==> config.mk <==
export PLATFORM = sky130hd
export DESIGN_NAME = led_scan_ctrl
export DESIGN_NICKNAME = d
export VERILOG_FILES = /design/src/rtl/led_scan_ctrl.sv
export SDC_FILE = /design/constraint.sdc
export NUM_CORES = 1
export LEC_CHECK = 0
export BUFFER_PORTS_ARGS = -buffer_cell sky130_fd_sc_hd__buf_2
export CORE_MARGIN = 4
export CORE_UTILIZATION = 55
export DETAILED_ROUTE_END_ITERATION = 16
export PLACE_DENSITY = 0.76
export REMOVE_ABC_BUFFERS = 1
export SYNTH_ARGS = -nofsm -noshare
export SYNTH_HDL_FRONTEND = slang
export SYNTH_SLANG_ARGS = --single-unit
==> constraint.sdc <==
create_clock -name clk -period 3.3 [get_ports clk]
set_clock_uncertainty 0.05 [all_clocks]
set_input_delay 0.495 -clock clk [delete_from_list [all_inputs] [get_ports clk]]
set_output_delay 0.495 -clock clk [all_outputs]
set_load 0.005 [all_outputs]
==> src/rtl/led_scan_ctrl.sv <==
// Multiplexed scan controller for a 4-digit common-anode seven-segment display.
// Alternates blank and show phases per digit and double-buffers display data so a frame never tears.
module led_scan_ctrl #(
  parameter int DIV   = 50000,
  parameter int BLANK = 1000
) (
  input  logic        clk,
  input  logic        rst_n,
  input  logic        load,
  input  logic [15:0] data_in,
  input  logic [3:0]  dig_en,
  output logic [3:0]  an,
  output logic [3:0]  code,
  output logic        pending,
  output logic        frame_done
);

  localparam int MAXP = (DIV > BLANK) ? DIV : BLANK;
  localparam int CW   = (MAXP > 1) ? $clog2(MAXP) : 1;
  localparam logic [CW-1:0] DIV_LAST   = CW'(DIV - 1);
  localparam logic [CW-1:0] BLANK_LAST = CW'(BLANK - 1);
  localparam logic [CW-1:0] CNT_ONE    = CW'(1);

  typedef enum logic {
    ST_BLANK = 1'b0,
    ST_SHOW  = 1'b1
  } state_t;

  state_t          r_state;
  logic [1:0]      r_idx;
  logic [CW-1:0]   r_cnt;
  logic [15:0]     r_active;
  logic [15:0]     r_shadow;
  logic            r_pending;
  logic            r_wrap;
  logic            r_frame_done;
  logic [3:0]      r_an;
  logic [3:0]      r_code;

  logic            w_last;
  logic            w_wrap;
  logic [3:0]      w_an;
  logic [3:0]      w_code;

  // End-of-phase detection and the digit-3-to-digit-0 wrap
  always_comb begin
    w_last = 1'b0;
    case (r_state)
      ST_BLANK: w_last = (r_cnt == BLANK_LAST);
      ST_SHOW:  w_last = (r_cnt == DIV_LAST);
      default:  w_last = 1'b0;
    endcase
    w_wrap = w_last && (r_state == ST_SHOW) && (r_idx == 2'd3);
  end

  // Anode/code decode of the current phase; dig_en is used live
  always_comb begin
    w_an   = 4'b1111;
    w_code = 4'b0000;
    if ((r_state == ST_SHOW) && dig_en[r_idx]) begin
      w_an   = ~(4'b0001 << r_idx);
      w_code = r_active[{r_idx, 2'b00} +: 4];
    end else begin
      w_an   = 4'b1111;
      w_code = 4'b0000;
    end
  end

  // Scan sequencer; outputs lag the phase state by one edge, so the
  // frame boundary is reported one edge after the internal wrap
  always_ff @(posedge clk or negedge rst_n) begin
    if (!rst_n) begin
      r_state      <= ST_BLANK;
      r_idx        <= 2'd0;
      r_cnt        <= '0;
      r_wrap       <= 1'b0;
      r_frame_done <= 1'b0;
      r_an         <= 4'b1111;
      r_code       <= 4'b0000;
    end else begin
      r_an         <= w_an;
      r_code       <= w_code;
      r_wrap       <= w_wrap;
      r_frame_done <= r_wrap;
      if (w_last) begin
        r_cnt <= '0;
        if (r_state == ST_BLANK) begin
          r_state <= ST_SHOW;
        end else begin
          r_state <= ST_BLANK;
          r_idx   <= r_idx + 2'd1;
        end
      end else begin
        r_cnt <= r_cnt + CNT_ONE;
      end
    end
  end

  // Double buffer: commit uses the pre-edge shadow, a same-edge load re-arms pending
  always_ff @(posedge clk or negedge rst_n) begin
    if (!rst_n) begin
      r_active  <= 16'h0000;
      r_shadow  <= 16'h0000;
      r_pending <= 1'b0;
    end else begin
      if (r_wrap && r_pending) begin
        r_active <= r_shadow;
      end
      if (load) begin
        r_shadow  <= data_in;
        r_pending <= 1'b1;
      end else if (r_wrap) begin
        r_pending <= 1'b0;
      end
    end
  end

  assign an         = r_an;
  assign code       = r_code;
  assign pending    = r_pending;
  assign frame_done = r_frame_done;

endmodule

# Word level (Yosys, flattened, before mapping)
# Cells that the tools add are included.
[totals] register_bits=62 latchBits=0 ramBits=0 romBits=0 in_bits=23 output_inout_bits=10 word_cells=35 n_memories=0
[op_classes] addsub=2 multipliers=0 n_div=0 magnitude_cmp=1 n_eq_ne=3 shift=2 muxes=9 bitwise=2 n_reduce_logical=6
[op_table] operator="16-bit by 1-bit adder with 16-bit output (second input constant)" n=1
[op_table] operator="16-bit by 10-bit equality test with 1-bit output (second input constant)" n=1
[op_table] operator="16-bit equality test (second input constant)" n=1
[op_table] operator="16-bit 2-to-1 mux" n=1
[op_table] operator="16-bit by 5-bit indexed part select with 4-bit output" n=1
[op_table] operator="4-bit 2-to-1 mux" n=2
[op_table] operator="1-bit logical AND" n=4
[op_table] operator="1-bit 2-to-1 mux" n=4
[op_table] operator="4-bit inverter" n=1
[op_table] operator="1-bit by 2-bit left shift with 4-bit output (first input constant)" n=1
[op_table] operator="2-bit by 3-bit < comparator with 1-bit output (second input constant)" n=1
[op_table] operator="2-bit by 1-bit adder with 2-bit output (second input constant)" n=1
[op_table] operator="1-bit binary-select mux with 2-bit select" n=1
[op_table] operator="2-bit equality test (second input constant)" n=1
[op_table] operator="1-bit case mux with 2 select lines" n=1
[op_table] operator="2-bit AND reduction" n=1
[op_table] operator="2-bit nonzero test" n=1
[op_table] operator="1-bit inverter" n=1

# Longest topological paths before layout
# Gate-level depths: netlist of run 1.
[logic_depth] depth_word=4 ltp_mapped=6 ltp_nobuf=5

# Worst setup path after synthesis of run 1
# No wires, ideal clock.
[synth_timing] path_kind="register to register" startpoint="register r_cnt[4]" endpoint="register r_idx[1]" setup_time_ps=125 arrival_time_ps=1655 required_ps=3125 setup_slack_ps=1470 path_stages_with_launch=5 n_path_buf=0 period_less_slack_ps=1830 cell_sequence="dfrtp_1 -> or4_4 -> nor3_4 -> and3_4 -> mux2_4"
[synth_via] elab_chain_len=3 word_cells_on_any_way=4 cone_classes="eq/ne (2); mux (1); reduce/logical (1)"
[synth_rtl] item="start: declaration" line="31" rtl="logic [CW-1:0] r_cnt;"
[synth_rtl] item="start signal: assignment" line="94" rtl="r_cnt <= r_cnt + CNT_ONE;"
[synth_rtl] item="16-bit equality test or 16-bit by 10-bit equality test with 1-bit output (tied branches)" line="50, 49"
[synth_rtl] item="1-bit case mux with 2 select lines (*)" line="48" rtl="case (r_state)"
[synth_rtl] item="2-bit AND reduction (no line) (*)"
[synth_rtl] item="end signal: assignment" line="91" rtl="r_idx <= r_idx + 2'd1;"
[synth_rtl] item="end: declaration" line="30" rtl="logic [1:0] r_idx;"
# Every way passes the cells marked *; elsewhere a longest branch is shown, timed or not.
# A chain may end at the register's enable or synchronous reset.

# Worst setup path in the final report of run 1
# Same ends and word-level chain as after synthesis.

==> flow_summary_export.csv, run 1 <==
group,metric,value,unit
status,outcome,"finished, final reports clean",
route,dr.first_iter.drc_count,76,
timing,drv_slew,0,
hold_path,hp-class,"primary input to asynchronous set/reset pin",
timing,slew_headroom,40.77,%
route,drt_wl_total,4399,microns
power,p_per_area,520.7,mW/mm^2
timing,hold_violations,0,
floorplan,core_area,0.004504,sq mm
route,m1WireLength,2009,microns
critical_path,max_stage_delay,570,ps
clocking,clk_pin_slew,70,ps
route,first_pass_iters,4,
cells_and_area,final_util,68.08,%
floorplan,num_io_pins,33,
global_route,grt_pass1_vias,1626,
synth,synth_cells,192,
cells_and_area,multiInputGateArea,0.001015,sq mm
timing,setup_ws,1411,ps
synth,ys_seq_area_share,59.04,%
critical_path,r2r_end,"r_idx[1]",
power,irDropWorstVdd,0.0003975,V
route,avgViaCountPerCell,5.479,
route,vias,1567,
cells_and_area,fin_cells,286,
clocking,cts.sinks,62,
critical_path,reg2reg_from,"r_cnt[4]",
timing,maxClockFrequency,529.3,MHz
clocking,cts.repair.resized,0,
synth,syn-mean-instance-area,13.73,sq um
critical_path,crit_path_end_kind,"flip-flop",
critical_path,worst_r2r_path_depth,4,
route,final_antenna_net_count,0,
global_route,grt-ovfl-total,0,
critical_path,critPathRequiredTime,3470,ps
clocking,hold_buffers,0,
critical_path,worstPathArrival,2060,ps
timing,tightest_slew,888.4,ps
global_route,grt_max_degree,43,
cells_and_area,area_delta_synth_final,16.33,%
critical_path,cp_slowest_cell,"or4_4",
place,hpwl,3011,microns
route,routed.top_layer,"met4",
route,dr_wl_met3,206,microns
critical_path,r2r_setup_slack,1410,ps
global_route,grt_pass1_wl,7728,microns
power,leakage,0.001469,uW
critical_path,cp-start-kind,"flip-flop",
job,drv_cap,0,
route,drc,0,
cells_and_area,n_antenna_cell,0,
place,pre_cts_ws,1416,ps
route,post_drt_wl_per_cell,15.38,microns
clocking,insertion_delay,330,ps
cells_and_area,nFillCells,320,
clocking,cts_max_path_buffers,2,
synth,synth-seq-cells,62,
place,port_buffers,32,
synth,yosys_warnings,0,
timing,rsz0062_at_grt,"false",
timing,final.min_clock_period,1889,ps
floorplan,fp.dieW,77.24,microns
timing,fin_crit_sh,57.25,%
clocking,cts_max_level,3,
critical_path,critPathMaxFanout,6,
clocking,root_buffer,"clkbuf_8",
place,placedCellCount,270,
floorplan,die_h,77.24,microns
cells_and_area,finalNetCount,257,
clocking,cts_tree,"built",
global_route,grt_usage,17.01,%
synth,synth_area,0.002636,sq mm
timing,finalSetupViolCount,0,
cells_and_area,layout-drive-gt1-share,41.88,%
timing,setup_tns,0,ps
critical_path,worstPathCellList,"or4_4 > nor3_4 > and3_4 > mux2_4",
clocking,numCtsBuffers,9,
route,wl_met2,2065,microns
cells_and_area,regArea,0.001556,sq mm
floorplan,num_rows,24,
synth,yosysUniqueCellTypes,32,
clocking,post_cts_buffers,0,
place,routabilityCongestion,0.8326,
floorplan,start_util,58.53,%
global_route,antenna_found_initial,0,
floorplan,dieArea,0.005965,sq mm
critical_path,critPathKind,"flip-flop to flip-flop",
==> worst max-delay path by stage <==
stage | start | endpoint
3_3_place_gp | r_cnt[4] | r_idx[1]
4_1_cts | r_cnt[4] | r_idx[1]
3_5_place_dp | r_cnt[4] | r_idx[1]
2_1_floorplan | r_cnt[4] | r_idx[1]
6_report | r_cnt[4] | r_idx[1]
5_1_grt | r_cnt[4] | r_cnt[7]
==> where the power goes <==
| group | leakage (uW) | switching, uW | internal [uW] | total [uW] |
|---|---|---|---|---|
| sequential | 0.000797 | 9.67 | 780 | 790 |
| combinational | 0.000557 | 26.8 | 28.9 | 55.7 |
| clock | 0.000116 | 286 | 466 | 752 |
| total | 0.00147 | 322 | 1270 | 1600 |
==> per-stage QoR <==
stage	hold slack [ps]	area, sq um	power, uW
after floorplan	149.4	2594	822.2
after global placement	330.1	2834	858.5
after detailed placement	346.8	2834	860.6
after CTS	249.5	3067	1620
after global routing	292.2	3067	1665
final	233.7	3067	1597
==> placed cells by master, fill, tap and decap left out, drive strengths merged, types with 5 or more instances in the layout <==
master,Yosys,routed
and3,6,6
dfrtp,58,58
nand4,6,6
nor2,14,14
xor2,8,8
buf,3,34
inv,6,6
mux2,33,33
xnor2,7,7
clkbuf,5,11
mux4,5,5
ha,5,5
nand2,10,10
==> Yosys cell counts, drive strengths merged <==
master / number / area share (%)
dfrtp: 58 / 55
nand2: 10 / 1.4
and4: 2 / 0.76
a21oi: 1 / 0.19
buf: 3 / 0.90
or4: 1 / 0.43
nor2: 14 / 2.0
xnor2: 7 / 2.3
nor3: 4 / 1.2
o211a: 1 / 0.38
a21o: 1 / 0.28
inv: 6 / 0.85
nand4: 6 / 1.4
xor2: 8 / 2.7
mux4: 5 / 4.3
nand4b: 1 / 0.33
and2: 2 / 0.52
dfstp: 4 / 4.0
clkbuf: 5 / 0.71
and3: 6 / 1.6
nor4: 4 / 0.95
mux2: 33 / 14
nand3: 3 / 0.57
nor2b: 1 / 0.24
o41ai: 1 / 0.33
ha: 5 / 2.4
==> flip-flops by register name, summed over array words and instances (netlist names) <==
signal / count
r_active: 16
r_cnt: 16
r_shadow: 16
an: 4
code: 4
r_idx: 2
frame_done: 1
pending: 1
r_state: 1
r_wrap: 1
==> kinds of logic after synthesis <==
logic type | Yosys count | share of synthesized area, %
flops | 62 | 59.04
simple gates | 54 | 11.44
mux | 38 | 18.51
xor+xnor | 15 | 4.984
buf+inv | 14 | 2.468
fa+ha+maj | 5 | 2.373
compound gates | 4 | 1.187
==> layer usage <==
metal / vias to the layer above / GRT usage (%)
met2: 42 / 24.61
met1: 767 / 22.47
met5: - / 0
met3: 11 / 4.801
met4: 0 / 10.85
li1: 747 / -
==> critical path: cells and delay by family (launching register included) <==
kind	cells	cell delay [ps]
flip-flops	1	440
multiplexers	1	290
AND/OR/NAND/NOR	3	1010
==> area by class of cell <==
cell class,instances,share of cell area [%]
flip-flops and latches,62,50.75
multi-input cells,116,33.09
repair buffers,34,5.712
clock buffers,11,4.937
clock inverters,5,2.652
well taps,52,2.122
inverters,6,0.7344
(Power assumes the default switching activity.)
==> inputs of run 2 (changes only) <==
- ABC_AREA: default -> 1
- clock period: 3.3 -> 1.8 ns (I/O delays scaled with it)
==> flow_summary_export.csv, run 2 <==
group,metric,value,unit
global_route,grt-ovfl-total,0,
synth,synth_area,0.002841,sq mm
clocking,insertion_delay,340,ps
timing,tightest_slew,553.9,ps
synth,synth_most_common_cell,"nand2_1",
global_route,grt_max_degree,34,
synth,synth_cells,332,
floorplan,num_io_pins,33,
timing,slew_headroom,63.08,%
power,p_per_area,878.8,mW/mm^2
critical_path,cp_slowest_cell,"dfrtp_1",
synth,ys_top_cells_by_area,"dfrtp_1, nand2_1, o21ai_0",
clocking,root_buffer,"clkbuf_8",
critical_path,critPathMaxFanout,11,
timing,rsz0062_at_grt,"false",
status,outcome,"finished, final reports clean",
synth,synthTopCellsByCount,"nand2_1, dfrtp_1, nor2_1",
critical_path,worstPathCellList,"ha_1 > nand2_2 > clkinv_1 > nand3_1 > nor2_1 > nand3_2 > o21ai_0 > nor2_1",
route,first_pass_iters,4,
critical_path,critPathTopFamily,"simple AND/OR/NAND/NOR gates",
route,drc,0,
clocking,clk_pin_slew,70,ps
floorplan,core_area,0.004848,sq mm
route,dr.first_iter.drc_count,93,
global_route,antenna_found_initial,0,
critical_path,critPathKind,"flip-flop to flip-flop",
timing,fin_crit_sh,89.96,%
critical_path,crit_path_end_kind,"flip-flop",
global_route,grt_pass1_wl,9246,microns
clocking,cts_max_level,3,
timing,hold_violations,0,
clocking,cts_max_path_buffers,2,
critical_path,cp-start-kind,"flip-flop",
place,hpwl,3840,microns
synth,ys_seq_area_share,54.78,%
route,drt_wl_total,5252,microns
global_route,grt_pass1_vias,2103,
timing,final.min_clock_period,1619,ps
cells_and_area,final_util,68.80,%
hold_path,hp-class,"primary input to flip-flop",
power,irDropWorstVdd,0.0007269,V
critical_path,max_stage_delay,370,ps
clocking,cts.sinks,62,
synth,synth-edff-count,0,
synth,yosysUniqueCellTypes,27,
timing,setup_tns,0,ps
clocking,numCtsBuffers,9,
clocking,cts_tree,"built",
synth,synth_top_area_share,51.08,%
cells_and_area,layout-drive-gt1-share,23.94,%
route,avgViaCountPerCell,4.867,
power,total_power,2931,uW
place,routabilityCongestion,0.8825,
timing,finalSetupViolCount,0,
synth,synth-seq-cells,62,
critical_path,worstPathArrival,1800,ps
critical_path,cp_common_cell,"nor2_1",
cells_and_area,layout_common_cells,"nand2_1, dfrtp_1, nor2_1, o21ai_0, inv_1",
cells_and_area,area_delta_synth_final,17.39,%
floorplan,start_util,58.61,%
synth,yosys_warnings,0,
synth,async_flop_share,100.0,%
route,vias,2156,
critical_path,path_buf_inv,1,
floorplan,fp.dieW,79.88,microns
route,post_drt_wl_per_cell,11.86,microns
job,drv_cap,0,
place,port_buffers,32,
cells_and_area,n_antenna_cell,0,
synth,synth.largest_area_cell,"dfrtp_1",
critical_path,critPathRequiredTime,1980,ps
cells_and_area,finalNetCount,399,
cells_and_area,reg_top3,"r_active: 16 flops, r_cnt: 16 flops, r_shadow: 16 flops",
timing,drv_slew,0,
clocking,cts.repair.resized,0,
floorplan,dieArea,0.006380,sq mm
global_route,grt_usage,19.20,%
timing,maxClockFrequency,617.5,MHz
cells_and_area,layout_commonest_cell,"nand2_1",
power,leakage,0.001686,uW
floorplan,die_h,79.88,microns
route,final_antenna_net_count,0,
synth,syn-mean-instance-area,8.559,sq um
clocking,post_cts_buffers,0,
floorplan,num_rows,25,
synth,synth_flop_cell,"dfrtp_1",
==> run 2: power by group <==
group          internal (uW)  switching (uW)
clock                    826             559
combinational           42.3            70.8
sequential              1420            7.95
==> run 2: worst reg2reg max path: stages, from the launching register on <==
cell	delay (ps)
dfrtp_1	370
ha_1	190
nand2_2	110
clkinv_1	80
nand3_1	70
nor2_1	160
nand3_2	270
o21ai_0	170
nor2_1	50
==> run 2: routing by layer <==
metal | global-route usage [%] | up-vias | share of wire [%]
met5 | 0 | - | 0
met4 | 9.122 | 0 | 1.8
met3 | 4.063 | 10 | 3.8
met2 | 31.47 | 44 | 46
met1 | 24.24 | 991 | 48
li1 | - | 1111 | -
==> run 2: through the flow <==
stage                     std cells  hold WS (ps)  worst slack (ps)  area [sq um]
after floorplan                 323        -75.59             357.5          2796
after global placement          426         235.4             238.8          3095
after detailed placement        426         242.0             174.0          3095
after CTS                       443         70.49             171.7          3336
after global routing            443         87.86             18.33          3336
final                           443         76.90             180.7          3336
==> run 2: layout make-up <==
type / count / area [sq um]
Clock buffer: 10 / 137.6
Clock inverter: 6 / 92.59
Fill cell: 400 / 1513
Inverter: 55 / 206.4
Multi-Input combinational cell: 206 / 1033
Sequential cell: 62 / 1556
Tap cell: 67 / 83.83
Timing Repair Buffer: 37 / 225.2
==> run 2: cell families (layout without fill, tap and decap cells) <==
logic type | after synthesis | count (layout) | synth area share [%]
adder cells (fa/ha/maj) | 5 | 5 | 2.202
XOR/XNOR | 4 | 4 | 1.233
AO/OA/AOI/OAI | 54 | 54 | 10.70
flip-flops | 62 | 62 | 54.78
AND/OR/NAND/NOR | 143 | 143 | 22.24
buffers and inverters | 64 | 108 | 8.851
==> run 2: path summary, 6_finish.rpt <==
kind,start,end,slack (ps),cells past startpoint
worst max-delay path,r_cnt[0],r_cnt[9],180,8
worst min-delay path,data_in[6],r_shadow[6],80,3
worst max register to register,r_cnt[0],r_cnt[9],180,8
worst min register to register,r_wrap,frame_done,360,0
max in group asynchronous,rst_n,an[0],730,3
min in group asynchronous,rst_n,r_shadow[12],400,2
==> run 2: repair_timing <==
action | 4_1_cts | 5_1_grt
hold endpoints to repair | 20 | 0
endpoints found under the setup margin | 0 | 0
hold buffers | 1 | 0
